File: src/rtl/rr_lod_pkg.sv
// Shared constants, state encoding and sizing helper for the leading-one round-robin arbiter.
package rr_lod_pkg;
  localparam int N_REQ = 9;
  localparam int IDX_W = 5;
  localparam logic [IDX_W-1:0] IDX_NONE = 5'b11111;
  localparam int MAX_HOLD_DEF = 16;

  typedef enum logic {
    IDLE,
    GRANT
  } state_t;

  // Width wide enough for 0..max_hold; never collapses to zero bits.
  function automatic int hold_w(input int max_hold);
    return (max_hold < 1) ? 1 : $clog2(max_hold + 1);
  endfunction
endpackage

File: src/rtl/rr_lod_arbiter_lod.sv
// 9-bit leading-one detector: index of the highest set bit, 5'b11111 when the input is zero.
module rr_lod_arbiter_lod
  import rr_lod_pkg::*;
(
  input  logic [N_REQ-1:0] a,
  output logic [IDX_W-1:0] index
);
  always_comb begin
    index = IDX_NONE;
    for (int i = 0; i < N_REQ; i++) begin
      if (a[i]) index = IDX_W'(i);
    end
  end
endmodule

File: src/rtl/rr_lod_arbiter.sv
// Round-robin arbiter for 9 requesters; grant is held until release_i or the hold watchdog fires.
module rr_lod_arbiter
  import rr_lod_pkg::*;
#(
  parameter int MAX_HOLD = MAX_HOLD_DEF
) (
  input  logic             clk,
  input  logic             rst,
  input  logic [N_REQ-1:0] req,
  input  logic             release_i,
  output logic             grant_valid,
  output logic [IDX_W-1:0] grant_idx,
  output logic [N_REQ-1:0] grant_onehot,
  output logic             timeout
);
  localparam int HOLD_W = hold_w(MAX_HOLD);

  state_t              state, state_n;
  logic [N_REQ-1:0]    mask;
  logic [HOLD_W-1:0]   hold_cnt, hold_n;
  logic [N_REQ-1:0]    cand, cand_masked;
  logic [IDX_W-1:0]    idx_masked, idx_full, win_idx;
  logic                wd_expire, load, timeout_n;

  // The current owner never competes in its own release evaluation.
  assign cand        = (state == GRANT) ? (req & ~grant_onehot) : req;
  assign cand_masked = cand & mask;

  rr_lod_arbiter_lod u_lod_masked (.a(cand_masked), .index(idx_masked));
  rr_lod_arbiter_lod u_lod_full   (.a(cand),        .index(idx_full));

  assign win_idx   = (cand_masked != '0) ? idx_masked : idx_full;
  assign wd_expire = (MAX_HOLD != 0) && (hold_cnt == HOLD_W'(MAX_HOLD - 1));

  always_comb begin
    state_n   = state;
    load      = 1'b0;
    timeout_n = 1'b0;
    hold_n    = hold_cnt;
    case (state)
      IDLE: begin
        if (cand != '0) begin
          state_n = GRANT;
          load    = 1'b1;
          hold_n  = '0;
        end
      end
      GRANT: begin
        hold_n = hold_cnt + 1'b1;
        if (release_i || wd_expire) begin
          timeout_n = wd_expire && !release_i;
          hold_n    = '0;
          if (cand != '0) load = 1'b1;
          else            state_n = IDLE;
        end
      end
      default: state_n = IDLE;
    endcase
  end

  always_ff @(posedge clk) begin
    if (rst) begin
      state        <= IDLE;
      grant_valid  <= 1'b0;
      grant_idx    <= IDX_NONE;
      grant_onehot <= '0;
      timeout      <= 1'b0;
      mask         <= '1;
      hold_cnt     <= '0;
    end else begin
      state    <= state_n;
      timeout  <= timeout_n;
      hold_cnt <= hold_n;
      if (load) begin
        grant_valid  <= 1'b1;
        grant_idx    <= win_idx;
        grant_onehot <= N_REQ'(1) << win_idx;
        // Next search starts just below the new winner; winner 0 yields an empty mask (wrap).
        mask         <= (N_REQ'(1) << win_idx) - N_REQ'(1);
      end else if (state_n == IDLE) begin
        grant_valid  <= 1'b0;
        grant_idx    <= IDX_NONE;
        grant_onehot <= '0;
      end
    end
  end
endmodule
File: config.mk
export PLATFORM = sky130hd
export DESIGN_NAME = rr_lod_arbiter
export DESIGN_NICKNAME = d
export VERILOG_FILES = /design/src/rtl/rr_lod_pkg.sv /design/src/rtl/rr_lod_arbiter_lod.sv /design/src/rtl/rr_lod_arbiter.sv
export SDC_FILE = /design/constraint.sdc
export NUM_CORES = 1
export LEC_CHECK = 0
export ABC_AREA = 1
export BUFFER_PORTS_ARGS = -buffer_cell sky130_fd_sc_hd__buf_2
export CORE_ASPECT_RATIO = 0.6
export CORE_MARGIN = 2
export CORE_UTILIZATION = 45
export DETAILED_ROUTE_END_ITERATION = 6
export PLACE_DENSITY_LB_ADDON = 0.08
export SLEW_MARGIN = 20
export SYNTH_ARGS = -nofsm -noshare
export SYNTH_HDL_FRONTEND = slang
export SYNTH_HIERARCHICAL = 1
export SYNTH_SLANG_ARGS = --single-unit
export TNS_END_PERCENT = 100
File: constraint.sdc
create_clock -name clk -period 4.31 [get_ports clk]
set_clock_uncertainty 0.05 [all_clocks]
set_input_delay 0.2155 -clock clk [delete_from_list [all_inputs] [get_ports clk]]
set_output_delay 0.2155 -clock clk [all_outputs]
set_load 0.05 [all_outputs]
==> reports/metrics.yaml, run 1 <==
status: "finished, final reports clean"
critical_path_buf_inv_count: 4
asyncSetResetFlopFracSynth: 0
cts-hold-fix-buffers: 0
antenna_violating_nets_post_route: 0
io_buffers: 27
worst_skew_pair.late_latency_ps: 280
fin_util: 0.537
global_route_wire_length_before_repair_mm: 8.62
initial_core_utilization: 0.475
leakage_nw: 1.13
fmax_achieved_mhz: 327
design.portCount: 28
critical_path.max_fanout: 12
synth-edff-count: 0
critical_path.startpoint_type: "flop"
critical_path_class: "reg -> reg"
drt_pre_antenna_iters: 4
max_slew.worst_pin.slew_ps: 536
drc: 0
yosys-top-cells-count: "sky130_fd_sc_hd__nand2_1, sky130_fd_sc_hd__inv_1, sky130_fd_sc_hd__dfxtp_1"
grt-ovfl-total: 0
detail_route.wl_per_cell_um: 13.0
antenna_found_initial: 0
std_cell_rows: 18
cts-htree-levels: 2
timing.final.setup_violations: 0
cpPeakStageDelay_ps: 660
clock_tree_from_tritoncts: "built"
floorplan.core_area_um2: 4170
synthDominantCellAreaShare: 0.313
ys.warnings.count: 6
vias: 1899
fillerInstances: 431
worstPathCellList: "nand2_2 > nand2_1 > inv_1 > nor2_1 > nand3b_1 > nor3_1 > inv_1 > nand4_1 > nand2_2 > nand3_2 > inv_1 > nand2_1 > ha_1 > inv_1 > nor2_1 > nand3_1 > nand3_1 > nand2_1"
first_global_vias: 1749
die_h_um: 55.4
rsz0062_at_grt: "false"
p_total_mw: 0.848
root_buffer_cell: "sky130_fd_sc_hd__clkbuf_8"
min_period_ps: 3060
area_growth_pct: 12.9
wirelength_mm: 5.07
yosys.cell_types.count: 32
timing.critical_path.mode_cell: "sky130_fd_sc_hd__inv_1"
post-cts-setup-buffers: 0
power.density_nw_per_um2: 379
worstSetupEndpointType: "flop"
critical_path.top_delay_family: "simple AND/OR/NAND/NOR gates"
hold_path_class: "in -> reg"
hold_viol_final: 0
n_antenna_cell: 0
synthesis.instances: 303
syn_nets: 318
drive_above_1_share: 0.233
worst_ir_drop_vdd_v: 0.000237
post_cts.resized_instances: 0
clkSinkCount: 31
grt_start_max_net_pins: 20
die_x_um: 89.7
dp_wirelength_mm: 3.95
dominantRegCellSynth: "sky130_fd_sc_hd__dfxtp_1"
synth.cell_area_um2: 1980
synth_seq_area_share: 0.313
yosysMostFrequentCell: "sky130_fd_sc_hd__nand2_1"
drv.max_cap_violation_count: 0
crit_required_ps: 4430
die_area_um2: 4970
fin_tns_setup_ps: 0
cp.arrival_ps: 3180
fin_crit_sh: 0.709
dr.first_iter.drc_count: 105
critical-path-slowest-cell: "sky130_fd_sc_hd__dfxtp_1"
yosys_register_bits: 31
worst_slew_margin_rel: 0.642
cts_max_path_buffers: 2
nets: 345
biggest_area_consumer_among_synthesized_cells: "sky130_fd_sc_hd__dfxtp_1"
post_drt_via_cell_ratio: 4.86
global_routing_usage_summed_across_all_routing_layers: 0.226
gp_congestion: 0.981
synth_area_per_cell_um2: 6.54
drv_slew: 0
path_clk_slew_ps: 60
cts_buffers: 5
synthTopCellsByArea: "sky130_fd_sc_hd__dfxtp_1, sky130_fd_sc_hd__nand2_1, sky130_fd_sc_hd__inv_1"
==> through the flow <==
stage          worst slack, ps  cells  area (µm²)  hold WS (ps)
2_1_floorplan             1830    303        1980           241
3_3_place_gp              1340    383        2150           357
3_5_place_dp              1340    383        2150           359
4_1_cts                   1330    391        2240          63.6
5_1_grt                    844    391        2240          61.8
6_report                  1250    391        2240          72.1
==> report_power, final <==
part           total [mW]  internal, mW  leakage (nW)  switching (mW)
registers           0.331         0.313         0.255          0.0182
clock network       0.216         0.113        0.0422           0.103
logic               0.301        0.0875         0.835           0.213
==> sequential cells by signal (all words and copies together) (netlist names) <==
name and flops:
grant_idx 5, state 1, mask 9, grant_onehot 9, timeout 1, grant_valid 1
hold_cnt 5
==> metal layers <==
layer | global-route usage | wire length, µm
met5 | 0 | 0
met2 | 0.284 | 1790
met1 | 0.380 | 2980
met4 | 0.0320 | 14
met3 | 0.0583 | 287
==> placed cells by master, fill, tap and decap left out, types with 2 or more instances in the layout <==
cell / count
sky130_fd_sc_hd__nor2_1: 13
sky130_fd_sc_hd__nand3_1: 17
sky130_fd_sc_hd__nor2_4: 2
sky130_fd_sc_hd__nand2_1: 73
sky130_fd_sc_hd__nand4_1: 11
sky130_fd_sc_hd__nand3_2: 5
sky130_fd_sc_hd__a31oi_1: 2
sky130_fd_sc_hd__dfxtp_1: 31
sky130_fd_sc_hd__o21ai_0: 8
sky130_fd_sc_hd__inv_2: 7
sky130_fd_sc_hd__o22ai_1: 5
sky130_fd_sc_hd__nand3b_1: 2
sky130_fd_sc_hd__o21bai_1: 2
sky130_fd_sc_hd__nand2_2: 15
sky130_fd_sc_hd__clkbuf_8: 5
sky130_fd_sc_hd__buf_2: 27
sky130_fd_sc_hd__a21oi_2: 3
sky130_fd_sc_hd__a21oi_1: 20
sky130_fd_sc_hd__clkbuf_1: 2
sky130_fd_sc_hd__ha_1: 3
sky130_fd_sc_hd__o21ai_1: 2
sky130_fd_sc_hd__o21ai_2: 2
sky130_fd_sc_hd__inv_1: 52
sky130_fd_sc_hd__nor3_1: 7
sky130_fd_sc_hd__nor2_2: 7
==> cell families after synthesis <==
kind of cell,after synthesis,share of synthesized area
xor gates and xnor gates,1,0.00442
adders and majority gates,3,0.0190
DFF,31,0.313
and+or+nand+nor,156,0.398
buffers and inverters,66,0.130
AOI/OAI and AO/OA,46,0.135
==> final timing paths <==
| check | from | endpoint | slack, ps | depth (start not counted) |
|---|---|---|---|---|
| setup / recovery | state | mask[8] | 1250 | 18 |
| hold / removal | release_i | timeout | 70 | 2 |
| setup reg to reg | state | mask[8] | 1250 | 18 |
| hold reg to reg | grant_valid | grant_valid | 410 | 1 |
==> area by class of cell <==
class | count | area, µm² | share of cell area
Multi-Input combinational cell | 206 | 1100 | 0.493
Sequential cell | 31 | 621 | 0.278
Inverter | 59 | 221 | 0.0990
Timing Repair Buffer | 27 | 135 | 0.0604
Clock buffer | 7 | 76.3 | 0.0341
Tap cell | 60 | 75.1 | 0.0336
Clock inverter | 1 | 5.00 | 0.00224
Note: power is estimated with default switching activity, not from simulation.
==> run 2: changes to the inputs <==
- clock period: 4.31 -> 2.7 ns (I/O delays scaled with it)
==> run 2 against run 1 <==
Critical path depth rose by 1. Global-route usage rose by 0.77 points. Highest routed layer unchanged. Sequential power rose by 59%. Sequential cell count did not move. Largest power group is now combinational cells. Combinational power rose by 90%. Critical path type unchanged.
==> reports/metrics.yaml, run 2 (synthesis results as in run 1) <==
r2r_slack_ps: 210
drv_slew: 0
cts_max_path_buffers: 2
post_drt_via_cell_ratio: 4.90
fmax_achieved_mhz: 402
drv.max_cap_violation_count: 0
vias: 2017
path_clk_slew_ps: 70
drt_pre_antenna_iters: 4
max_slew.worst_pin.slew_ps: 488
nets: 366
critical_path_class: "reg -> reg"
global_route_wire_length_before_repair_mm: 8.92
power.density_nw_per_um2: 597
initial_core_utilization: 0.475
drc: 0
clock_tree_from_tritoncts: "built"
clkSinkCount: 31
timing.final.setup_violations: 0
design_area_final_um2: 2430
setup_ws_ps: 210
design.portCount: 28
min_period_ps: 2490
area_growth_pct: 22.6
crit_required_ps: 2800
fillerInstances: 410
die_h_um: 55.4
global_routing_usage_summed_across_all_routing_layers: 0.234
n_antenna_cell: 0
std_cell_rows: 18
gp_congestion: 0.940
critical_path.startpoint_type: "flop"
io_buffers: 27
preCtsSetupSlack_ps: -78.5
leakage_nw: 1.24
dp_wirelength_mm: 4.29
cp.arrival_ps: 2590
critical_path.max_fanout: 6
floorplan.core_area_um2: 4170
antenna_violating_nets_post_route: 0
layoutNonFillerInstCount: 412
reg.largest.list: "grant_onehot: 9 flops, mask: 9 flops"
fin_crit_sh: 0.922
root_buffer_cell: "sky130_fd_sc_hd__clkbuf_8"
fin_util: 0.583
layout.cells.most_common_list: "sky130_fd_sc_hd__nand2_1, sky130_fd_sc_hd__inv_1, sky130_fd_sc_hd__dfxtp_1"
antenna_found_initial: 0
worst_skew_pair.late_latency_ps: 280
dr.first_iter.drc_count: 114
grt_start_max_net_pins: 20
placed_cell_area_um2: 2290
worst_ir_drop_vdd_v: 0.000333
detail_route.wl_per_cell_um: 13.3
first_global_vias: 1785
die_x_um: 89.7
wirelength_mm: 5.49
die_area_um2: 4970
worst_slew_margin_rel: 0.675
cts_buffers: 5
drive_above_1_share: 0.293
hold_path_class: "in -> reg"
hold_viol_final: 0
cts-htree-levels: 2
place.detailed.instances: 401
worstSetupEndpointType: "flop"
layout_commonest_cell: "sky130_fd_sc_hd__nand2_1"
grt-ovfl-total: 0
status: "finished, final reports clean"
run 2: stage by stage:
stage	hold WS [ps]	TNS, ps	total power, mW
after global placement	271	-18.2	1.08
final	205	0	1.45
after CTS	201	0	1.43
after detailed placement	266	-131	1.08
after floorplan	161	0	0.907
after global routing	233	-11.4	1.55
run 2: path summary, 6_finish.rpt:
| kind | from | cells past startpoint | end |
|---|---|---|---|
| max | state | 19 | mask[2] |
| min reg2reg | hold_cnt[4] | 2 | hold_cnt[4] |
| max reg2reg | state | 19 | mask[2] |
| min | rst | 2 | grant_onehot[6] |
run 2: timing repair:
item,CTS,global route
hold endpoints to repair,1,0
pin swaps,0,3
hold buffers,1,0
setup endpoints to repair,2,5
buffers inserted,0,2
cloned,0,0
gates resized for setup,1,11
run 2: worst max-delay path, cell delays in order (launching register included):
cell and delay [ps]:
sky130_fd_sc_hd__dfxtp_4 390, sky130_fd_sc_hd__buf_4 160, sky130_fd_sc_hd__nand2_1 100, sky130_fd_sc_hd__nand2_1 70, sky130_fd_sc_hd__inv_1 50, sky130_fd_sc_hd__inv_1 90
sky130_fd_sc_hd__nand4_1 150, sky130_fd_sc_hd__inv_1 80, sky130_fd_sc_hd__a21oi_1 60, sky130_fd_sc_hd__inv_1 100, sky130_fd_sc_hd__nand4_1 110, sky130_fd_sc_hd__nand2_2 100
sky130_fd_sc_hd__nand3_2 120, sky130_fd_sc_hd__nor2_2 150, sky130_fd_sc_hd__inv_1 80, sky130_fd_sc_hd__ha_4 180, sky130_fd_sc_hd__inv_1 80, sky130_fd_sc_hd__o21ai_0 90
sky130_fd_sc_hd__nand2_1 70, sky130_fd_sc_hd__o211ai_1 70
run 2: power breakdown:
| group | switching [mW] | total, mW | internal [mW] |
|---|---|---|---|
| clock | 0.170 | 0.351 | 0.181 |
| sequential | 0.0278 | 0.526 | 0.498 |
| combinational | 0.371 | 0.573 | 0.202 |
run 2: area by class of cell:
type	count	area [µm²]	share of cell area
clock inverter	1	5.00	0.00206
multi-input combinational	206	1130	0.466
tap	60	75.1	0.0309
timing repair buffer	48	295	0.122
inverter	59	221	0.0912
sequential	31	624	0.257
clock buffer	7	76.3	0.0314
run 2: routing by layer:
layer,part of all wire,vias up,GRT usage
met5,0,-,0
met1,0.56,893,0.395
met2,0.37,57,0.300
met3,0.062,5,0.0523
li1,-,1062,-
met4,0.0040,0,0.0256
==> run 3: changes to the inputs <==
- SLEW_MARGIN: 20 -> 10
- clock period: 2.7 -> 2.4 ns (I/O delays scaled with it)
==> run 3 against run 2 <==
Utilization up 11 points. Register-to-register slack worse by 160 ps. Design area up 19%. Cell count increased by 7.8%. Clock power is 19% higher. Critical endpoint unchanged. First-iteration DRC count up 47%. Largest cell class unchanged. Via count up 10%. Highest routed layer unchanged. Critical path type unchanged. Sequential power increased by 14%.
==> reports/metrics.yaml, run 3 (synthesis results as in run 1) <==
die_x_um: 89.7
path_clk_slew_ps: 60
layout_commonest_cell: "sky130_fd_sc_hd__nand2_1"
die_h_um: 55.4
cp.arrival_ps: 2440
critical_path.startpoint_type: "flop"
power.density_nw_per_um2: 641
clkSinkCount: 31
worst_ir_drop_vdd_v: 0.000563
timing.final.setup_violations: 0
detail_route.wl_per_cell_um: 13.5
status: "finished, final reports clean"
fin_crit_sh: 0.978
setup_ws_ps: 52.2
worst_slew_margin_rel: 0.743
gp_congestion: 0.935
area_growth_pct: 45.6
floorplan.core_area_um2: 4170
io_buffers: 27
antenna_violating_nets_post_route: 0
hold_path_class: "in -> reg"
hold_viol_final: 0
cts_buffers: 5
cpPeakStageDelay_ps: 390
dp_wirelength_mm: 4.50
worstPathCellList: "buf_6 > buf_6 > nand2_2 > nand3_4 > nand2_2 > nor2_4 > nand3_4 > nand2_2 > o21ai_4 > nor2_2 > inv_2 > nor2_4 > inv_2 > ha_4 > inv_4 > o21ai_1 > nand2_1 > o211ai_1"
grt_start_max_net_pins: 20
vias: 2222
timing.critical_path.mode_cell: "sky130_fd_sc_hd__nand2_2"
std_cell_rows: 18
global_routing_usage_summed_across_all_routing_layers: 0.240
critical_path_buf_inv_count: 5
reg.largest.list: "grant_onehot: 9 flops, mask: 9 flops"
drc: 0
grt-ovfl-total: 0
drive_above_1_share: 0.484
n_antenna_cell: 0
max_slew.worst_pin.slew_ps: 385
critical_path_class: "reg -> reg"
drv_slew: 0
post_drt_via_cell_ratio: 5.00
design.portCount: 28
fillerInstances: 364
clock_tree_from_tritoncts: "built"
drv.max_cap_violation_count: 0
critical_path.top_delay_family: "simple AND/OR/NAND/NOR gates"
drt_pre_antenna_iters: 4
preCtsSetupSlack_ps: -202
global_route_wire_length_before_repair_mm: 9.01
fin_util: 0.692
die_area_um2: 4970
layout.cells.most_common_list: "sky130_fd_sc_hd__nand2_1, sky130_fd_sc_hd__buf_4, sky130_fd_sc_hd__inv_1"
fmax_achieved_mhz: 426
first_global_vias: 1836
r2r_slack_ps: 50
root_buffer_cell: "sky130_fd_sc_hd__clkbuf_8"
cts-htree-levels: 2
min_period_ps: 2350
wirelength_mm: 5.99
rsz0062_at_grt: "true"
initial_core_utilization: 0.475
critical_path.max_fanout: 6
critical-path-slowest-cell: "sky130_fd_sc_hd__dfxtp_4"
crit_required_ps: 2490
leakage_nw: 1.42
dr.first_iter.drc_count: 168
cts_max_path_buffers: 2
worst_skew_pair.late_latency_ps: 280
antenna_found_initial: 0
nets: 399
worstSetupEndpointType: "flop"
whs_ps: 183
[run 3: cell count changes in the layout (fill, tap and decap cells not counted), moves of 11 or more]
cell	delta
sky130_fd_sc_hd__buf_4	+28
sky130_fd_sc_hd__inv_1	-11
sky130_fd_sc_hd__nand2_1	-15
sky130_fd_sc_hd__nand2_2	+12
[run 3: per-stage QoR]
step                std cells  cell area, µm²  setup TNS, ps  total power, mW
floorplan                 303            1990              0             1.02
global placement          427            2490           -415             1.28
detailed placement        427            2490           -609             1.28
CTS                       436            2620              0             1.71
global route              444            2880           -445             1.95
finish                    444            2880              0             1.85
[run 3: final cells by class]
type                    instances  area (µm²)  share of cell area
clock buffers                   6        82.6              0.0286
clock inverters                 1        5.00             0.00174
inverters                      59         230              0.0798
multi-input cells             206        1290               0.449
flip-flops and latches         31         634               0.220
well taps                      60        75.1              0.0260
repair buffers                 81         562               0.195
[run 3: routing by layer]
metal,GRT usage,vias to the layer above,share of wire
met5,0,-,0
met4,0.0512,0,0.0067
met3,0.0508,5,0.066
met2,0.300,84,0.40
met1,0.404,1001,0.52
li1,-,1132,-
[run 3: what timing repair did]
action,4_1_cts,5_1_grt
hold buffers,1,0
setup buffers,1,8
pin swaps,3,27
gates resized for setup,5,66
endpoints found under the hold margin,1,0
setup endpoints to repair,5,6
[run 3: final timing paths]
path / startpoint / endpoint / cells past startpoint
max: state / mask[2] / 18
min: rst / grant_onehot[6] / 2
max reg2reg: state / mask[2] / 18
min reg2reg: grant_valid / grant_valid / 1
[run 3: power breakdown]
part	internal (mW)	total (mW)	switching, mW	leakage, nW
registers	0.563	0.600	0.0375	0.259
clock network	0.225	0.418	0.193	0.0470
logic	0.338	0.831	0.493	1.12
[run 3: worst reg2reg max path, stage by stage, from the launching register on]
cell and delay [ps]:
sky130_fd_sc_hd__dfxtp_4 390, sky130_fd_sc_hd__buf_6 130, sky130_fd_sc_hd__buf_6 100, sky130_fd_sc_hd__nand2_2 70, sky130_fd_sc_hd__nand3_4 90, sky130_fd_sc_hd__nand2_2 70
sky130_fd_sc_hd__nor2_4 180, sky130_fd_sc_hd__nand3_4 150, sky130_fd_sc_hd__nand2_2 120, sky130_fd_sc_hd__o21ai_4 70, sky130_fd_sc_hd__nor2_2 130, sky130_fd_sc_hd__inv_2 60
sky130_fd_sc_hd__nor2_4 110, sky130_fd_sc_hd__inv_2 50, sky130_fd_sc_hd__ha_4 170, sky130_fd_sc_hd__inv_4 60, sky130_fd_sc_hd__o21ai_1 60, sky130_fd_sc_hd__nand2_1 60
sky130_fd_sc_hd__o211ai_1 80
